File: src/rtl/osd_ring_router.sv
// rtl/osd_ring_router.sv - debug ring router: ring ingress FIFO, local delivery, round-robin ring-out arbiter
module osd_ring_router #(
    parameter int          PORTS       = 4,
    parameter logic [15:0] ID_BASE     = 16'h0004,
    parameter int          BUF_DEPTH   = 4,
    parameter int          MAX_PKT_LEN = 16
) (
    input  logic                  clk,
    input  logic                  rst,
    input  logic [15:0]           ring_in_data,
    input  logic                  ring_in_last,
    input  logic                  ring_in_valid,
    output logic                  ring_in_ready,
    output logic [15:0]           ring_out_data,
    output logic                  ring_out_last,
    output logic                  ring_out_valid,
    input  logic                  ring_out_ready,
    input  logic [PORTS*16-1:0]   local_in_data,
    input  logic [PORTS-1:0]      local_in_last,
    input  logic [PORTS-1:0]      local_in_valid,
    output logic [PORTS-1:0]      local_in_ready,
    output logic [PORTS*16-1:0]   local_out_data,
    output logic [PORTS-1:0]      local_out_last,
    output logic [PORTS-1:0]      local_out_valid,
    input  logic [PORTS-1:0]      local_out_ready,
    output logic [15:0]           cnt_local,
    output logic [15:0]           cnt_fwd,
    output logic                  len_err
);
    localparam int AW = $clog2(PORTS + 1);
    localparam int FW = $clog2(BUF_DEPTH);

    localparam logic [1:0] ING_IDLE  = 2'd0;
    localparam logic [1:0] ING_LOCAL = 2'd1;
    localparam logic [1:0] ING_FWD   = 2'd2;
    localparam logic [0:0] ARB_IDLE  = 1'b0;
    localparam logic [0:0] ARB_GRANT = 1'b1;

    logic [16:0]   fifo_mem [BUF_DEPTH];
    logic [FW:0]   wr_ptr, rd_ptr;
    logic          fifo_empty, fifo_full, push, pop;
    logic [15:0]   head_data;
    logic          head_last;
    logic [16:0]   head_ext;
    logic          head_is_local;

    logic [1:0]    ing_state;
    logic [AW-1:0] ing_port;
    logic          local_rdy_sel, local_pop, fwd_valid, fwd_pop;

    logic [0:0]    arb_state;
    logic [AW-1:0] grant, rr_ptr, pick_idx;
    logic          pick_found;
    logic [PORTS:0] req_vec;
    logic          sel_valid, sel_last, out_accept, arb_xfer;
    logic [15:0]   sel_data;
    logic [15:0]   ing_len, arb_len;

    assign fifo_empty    = (wr_ptr == rd_ptr);
    assign fifo_full     = (wr_ptr[FW] != rd_ptr[FW]) && (wr_ptr[FW-1:0] == rd_ptr[FW-1:0]);
    assign ring_in_ready = !fifo_full && !rst;
    assign push          = ring_in_valid && ring_in_ready;
    assign {head_last, head_data} = fifo_mem[rd_ptr[FW-1:0]];
    assign head_ext      = {1'b0, head_data};
    assign head_is_local = (head_ext >= {1'b0, ID_BASE}) && (head_ext < ({1'b0, ID_BASE} + 17'(PORTS)));

    assign fwd_valid  = (ing_state == ING_FWD) && !fifo_empty;
    assign local_pop  = (ing_state == ING_LOCAL) && !fifo_empty && local_rdy_sel;
    assign out_accept = !ring_out_valid || ring_out_ready;
    assign arb_xfer   = (arb_state == ARB_GRANT) && sel_valid && out_accept;
    assign fwd_pop    = arb_xfer && (grant == AW'(PORTS));
    assign pop        = local_pop || fwd_pop;
    assign req_vec    = {fwd_valid, local_in_valid};

    assign local_out_data = {PORTS{head_data}};
    assign local_out_last = {PORTS{head_last}};

    // FIFO storage write; contents need no reset because pointers define validity
    always_ff @(posedge clk) begin
        if (push) fifo_mem[wr_ptr[FW-1:0]] <= {ring_in_last, ring_in_data};
    end

    // FIFO pointers; a full FIFO refuses pushes even when popping in the same cycle
    always_ff @(posedge clk or posedge rst) begin
        if (rst) begin
            wr_ptr <= '0;
            rd_ptr <= '0;
        end else begin
            if (push) wr_ptr <= wr_ptr + (FW+1)'(1);
            if (pop)  rd_ptr <= rd_ptr + (FW+1)'(1);
        end
    end

    // Per-port steering: local delivery of the FIFO head and the granted ring-out source
    always_comb begin
        local_out_valid = '0;
        local_in_ready  = '0;
        local_rdy_sel   = 1'b0;
        sel_valid       = fwd_valid;
        sel_data        = head_data;
        sel_last        = head_last;
        for (int p = 0; p < PORTS; p++) begin
            if (ing_port == AW'(p)) begin
                local_rdy_sel = local_out_ready[p];
                if (ing_state == ING_LOCAL && !fifo_empty) local_out_valid[p] = 1'b1;
            end
            if (grant == AW'(p)) begin
                sel_valid = local_in_valid[p];
                sel_data  = local_in_data[p*16 +: 16];
                sel_last  = local_in_last[p];
                if (arb_state == ARB_GRANT) local_in_ready[p] = out_accept;
            end
        end
    end

    // Round-robin pick: lowest requester at or after rr_ptr, else lowest overall (wrap)
    always_comb begin
        pick_found = 1'b0;
        pick_idx   = '0;
        for (int i = PORTS; i >= 0; i--) begin
            if (req_vec[i]) begin
                pick_found = 1'b1;
                pick_idx   = AW'(i);
            end
        end
        for (int i = PORTS; i >= 0; i--) begin
            if (req_vec[i] && (AW'(i) >= rr_ptr)) pick_idx = AW'(i);
        end
    end

    // Ingress router: classify header at FIFO head, then drain the packet locally or via the arbiter
    always_ff @(posedge clk or posedge rst) begin
        if (rst) begin
            ing_state <= ING_IDLE;
            ing_port  <= '0;
            cnt_local <= '0;
            cnt_fwd   <= '0;
        end else begin
            case (ing_state)
                ING_IDLE: if (!fifo_empty) begin
                    if (head_is_local) begin
                        ing_state <= ING_LOCAL;
                        ing_port  <= AW'(head_data - ID_BASE);
                    end else begin
                        ing_state <= ING_FWD;
                    end
                end
                ING_LOCAL: if (local_pop && head_last) begin
                    ing_state <= ING_IDLE;
                    if (cnt_local != 16'hFFFF) cnt_local <= cnt_local + 16'd1;
                end
                ING_FWD: if (fwd_pop && head_last) begin
                    ing_state <= ING_IDLE;
                    if (cnt_fwd != 16'hFFFF) cnt_fwd <= cnt_fwd + 16'd1;
                end
                default: ing_state <= ING_IDLE;
            endcase
        end
    end

    // Ring-out arbiter: hold a grant for a whole packet so packets never interleave
    always_ff @(posedge clk or posedge rst) begin
        if (rst) begin
            arb_state <= ARB_IDLE;
            grant     <= '0;
            rr_ptr    <= '0;
        end else begin
            case (arb_state)
                ARB_IDLE: if (pick_found) begin
                    arb_state <= ARB_GRANT;
                    grant     <= pick_idx;
                end
                default: if (arb_xfer && sel_last) begin
                    arb_state <= ARB_IDLE;
                    rr_ptr    <= (grant == AW'(PORTS)) ? '0 : grant + AW'(1);
                end
            endcase
        end
    end

    // Ring-out register: loads whenever it is empty or being drained downstream
    always_ff @(posedge clk or posedge rst) begin
        if (rst) begin
            ring_out_valid <= 1'b0;
            ring_out_data  <= '0;
            ring_out_last  <= 1'b0;
        end else if (out_accept) begin
            ring_out_valid <= arb_xfer;
            if (arb_xfer) begin
                ring_out_data <= sel_data;
                ring_out_last <= sel_last;
            end
        end
    end

    // Packet length policing on both paths; oversized packets still pass, only the flag sticks
    always_ff @(posedge clk or posedge rst) begin
        if (rst) begin
            ing_len <= '0;
            arb_len <= '0;
            len_err <= 1'b0;
        end else begin
            if (pop) begin
                if (ing_len == 16'(MAX_PKT_LEN) && !head_last) len_err <= 1'b1;
                ing_len <= head_last ? '0 : ((ing_len == 16'hFFFF) ? ing_len : ing_len + 16'd1);
            end
            if (arb_xfer) begin
                if (arb_len == 16'(MAX_PKT_LEN) && !sel_last) len_err <= 1'b1;
                arb_len <= sel_last ? '0 : ((arb_len == 16'hFFFF) ? arb_len : arb_len + 16'd1);
            end
        end
    end
endmodule

File: config.mk
export PLATFORM = sky130hd
export DESIGN_NAME = osd_ring_router
export DESIGN_NICKNAME = d
export VERILOG_FILES = /design/src/rtl/osd_ring_router.sv
export SDC_FILE = /design/constraint.sdc
export NUM_CORES = 1
export LEC_CHECK = 0
export CAP_MARGIN = 5
export CORE_MARGIN = 2
export CORE_UTILIZATION = 45
export DETAILED_ROUTE_END_ITERATION = 10
export PLACE_DENSITY = 0.74
export SLEW_MARGIN = 20
export SYNTH_ARGS = -nofsm -noshare
export SYNTH_HDL_FRONTEND = slang
export SYNTH_SLANG_ARGS = --single-unit
File: constraint.sdc
create_clock -name clk -period 4.55 [get_ports clk]
set_input_delay 0.6825 -clock clk [delete_from_list [all_inputs] [get_ports clk]]
set_output_delay 0.6825 -clock clk [all_outputs]
set_load 0.005 [all_outputs]
==> metrics <==
Worst R2R Path Depth 8; Seq cells post-synth 169; CP Launch Type flip-flop; Post-DP HPWL 16850 um; Reg2Reg Setup Slack 1.28 ns; Max stage delay on crit path 0.55 ns; post-route ant nets 0; IO Count 225; critical-path maximum fanout 22; Final Cycle Share 0.7663; Overflow after GRT 0; mux share of post-synthesis cell area 0.08104; Hold Fails Final Rpt 0; EDFF count, synth 68; routed wire length 23480 um; WHS Endpoint ring_out_data[11]; drt drc 0; routed via count 6956; Die Ht 145.2 um; RR Startpoint grant[2]; CP arrival 2.80 ns; Post-Synth Simple-Gate Area 0.1649; Reg clk slew, reported paths 0.07 ns; initial antenna violation count 0; min-delay src ring_out_data[11]; Clock Skew 0.009729 ns; PD cells 577.5 mW/mm^2; asr flop ratio synth 0.5976; H-tree depth 4; kind of cell adding the most delay to the critical path buffers and inverters; CTS tree done; layout cells sized above 1 0.07669; gpl congestion 0.8747; clock latency on the worst-skew pair 0.43 ns; clk sinks 169; Setup TNS 0 ns; clk root buf clkbuf_16; initial core utilization 0.4594; CP bufs+invs 4; Levels on crit path 6; Filler cells 1638; main combinational cell family by area after synthesis simple AND/OR/NAND/NOR gates; pin count of the biggest net entering global routing 61; Mapped Area 0.008970 sq mm; cell row count 51; Layout area overhead 29.56%; maxcap violations 0; Static Leak 4.577 nW; XOR/XNOR share of the synthesized area 0.04003; Longest Clk Path Bufs 2; critical-path cell list inv_1, ha_1, buf_4, clkinv_1, nor2_1, clkdlybuf4s50_1; top post-synthesis cells by area dfrtp_1, edfxtp_1, buf_4; Max-slew headroom 0.3584; Post-Syn Area per Cell 11.27 sq um; WL per Instance 18.89 um; Mapped Cells 796; maximum VDD drop 0.3771 mV; Hold Crit Class reg -> reg; status finished clean; Yosys Warn Count 0; first-pass GRT wire length 36660 um; setup bufs post-CTS 0; Final setup viols 0; register area share after synthesis 0.5094; Net Count, Synth 909; RSZ-0062 raised after global routing false; Antenna Cells 0; Detailed Routing Iterations Pass 1 5; Detailed Route Iter0 Violations 507; Tightest Pin Transition 0.9553 ns; post-synthesis compound-gate area fraction 0.1085; WP data required 3.87 ns; GRT Overall Usage 0.2204; fin crit period 3.487 ns; Num CTS Buffers 17; CP Capture Type output port; hold path depth 2; f_max 286.8 MHz; Worst Setup Path Type reg -> out; top_reg_cell synth dfrtp_1; # nets final 1078; cts repair resizes 0; Synth cell types 66; Port Buf Inserts 224; dominant cell type by area after synthesis dfrtp_1; Core Region 0.01953 sq mm; Pins Over Slew Limit 0; die area 0.02108 sq mm; Die W 145.2 um; synthesized-area fraction occupied by adder cells 0.02232; Hold-fix buffers, CTS 0; area share of the largest cell type after synthesis 0.2818; slowest cell on the critical path clkinv_1; vias in the first global route 6564; Final Util 0.5952; r2r endpoint arb_len[6]; vias per inst 5.596
-- cells in the mapped netlist, drive strengths merged, types with 2 or more instances --
cell	n
a211oi	17
a21o	2
a21oi	48
a22oi	2
a31o	2
a31oi	3
and2	4
and3	22
and4	7
buf	69
clkbuf	14
dfrtp	101
edfxtp	68
ha	16
inv	20
mux2	8
mux2i	22
mux4	17
nand2	63
nand2b	13
nand3	25
nand4	20
nor2	46
nor2b	2
nor3	9
nor4	22
nor4b	5
o21ai	37
o221ai	2
o31ai	26
or3	15
or3b	2
or4	10
xnor2	25
xor2	16
-- logic make-up (layout without fill, tap and decap cells) --
| kind of cell | after synthesis | in the layout |
|---|---|---|
| buffers and inverters | 104 | 286 |
| DFF | 169 | 169 |
| and+or+nand+nor | 268 | 268 |
| muxes | 47 | 47 |
| xor gates and xnor gates | 41 | 41 |
| adders and majority gates | 16 | 16 |
| AOI/OAI and AO/OA | 151 | 151 |
-- worst min-delay path, delay by kind of cell, from the launching register on --
kind            cells  cell delay (ns)
simple gates        1             0.05
compound gates      1             0.06
flops               1             0.34
-- through the flow --
stage | power [W] | hold slack (ns) | instances | worst slack (ns) | cell area, sq um
floorplan | 0.004166 | 0.4519 | 796 | 0.4590 | 8970
global route | 0.007082 | 0.5073 | 1243 | 0.8692 | 11620
detailed placement | 0.005268 | 0.4699 | 1211 | 1.225 | 11030
global placement | 0.005221 | 0.4584 | 1211 | 1.282 | 11030
finish | 0.006712 | 0.4828 | 1243 | 1.063 | 11620
CTS | 0.006742 | 0.4857 | 1243 | 1.059 | 11620
-- worst max-delay path by stage --
| stage | from | end |
|---|---|---|
| finish | grant[2] | local_in_ready[3] |
| CTS | grant[2] | local_in_ready[3] |
| detailed placement | local_in_valid[1] | arb_len[8] |
| global placement | local_in_valid[1] | arb_len[3] |
| floorplan | rst | fifo_mem[3][0] |
| global route | grant[2] | local_in_ready[3] |
-- layer usage --
layer	share of wire	GRT usage	vias to the layer above
met5	0	0	-
met4	0.017	0.06127	0
met3	0.054	0.03522	28
met2	0.50	0.3633	237
met1	0.43	0.3044	3435
li1	-	-	3256
-- state kept, by name, summed over array words and instances (netlist names), 2 cells and up --
name / count
ring_out_data: 16
arb_len: 16
cnt_fwd: 16
rd_ptr: 3
cnt_local: 16
rr_ptr: 3
wr_ptr: 3
ing_state: 2
ing_len: 16
grant: 3
fifo_mem: 68
ing_port: 3
-- cell type report --
| class | count | area [sq um] | share of cell area |
|---|---|---|---|
| Multi-Input combinational cell | 523 | 3739 | 0.3217 |
| Clock inverter | 14 | 161.4 | 0.01389 |
| Clock buffer | 18 | 429.2 | 0.03693 |
| Tap cell | 265 | 331.6 | 0.02853 |
| Sequential cell | 169 | 4569 | 0.3932 |
| Inverter | 21 | 81.33 | 0.006998 |
| Timing Repair Buffer | 233 | 2310 | 0.1988 |
-- report_power, final --
group / total (W) / switching, W / internal, W
Sequential: 0.00202 / 0.000172 / 0.00185
Combinational: 0.00323 / 0.00171 / 0.00152
Clock: 0.00146 / 0.000637 / 0.000824
-- cell usage in the layout, fill, tap and decap left out, types with 5 or more instances in the layout --
| cell | count |
|---|---|
| mux4_2 | 10 |
| buf_4 | 9 |
| mux2i_1 | 22 |
| clkdlybuf4s50_1 | 224 |
| ha_1 | 16 |
| a211oi_1 | 17 |
| edfxtp_1 | 68 |
| mux4_1 | 7 |
| xnor2_1 | 25 |
| a21oi_1 | 47 |
| nand3_1 | 25 |
| and4_1 | 7 |
| o21ai_0 | 37 |
| clkbuf_16 | 17 |
| inv_1 | 18 |
| or3_1 | 15 |
| nand2_1 | 62 |
| mux2_2 | 6 |
| nand4_1 | 20 |
| or4_1 | 10 |
| nor2_1 | 46 |
| o31ai_1 | 26 |
| and3_1 | 22 |
| nor3_1 | 9 |
| nand2b_1 | 13 |
| dfrtp_1 | 101 |
| inv_6 | 5 |
| nor4_1 | 16 |
| xor2_1 | 16 |
Note: power is estimated with default switching activity, not from simulation.
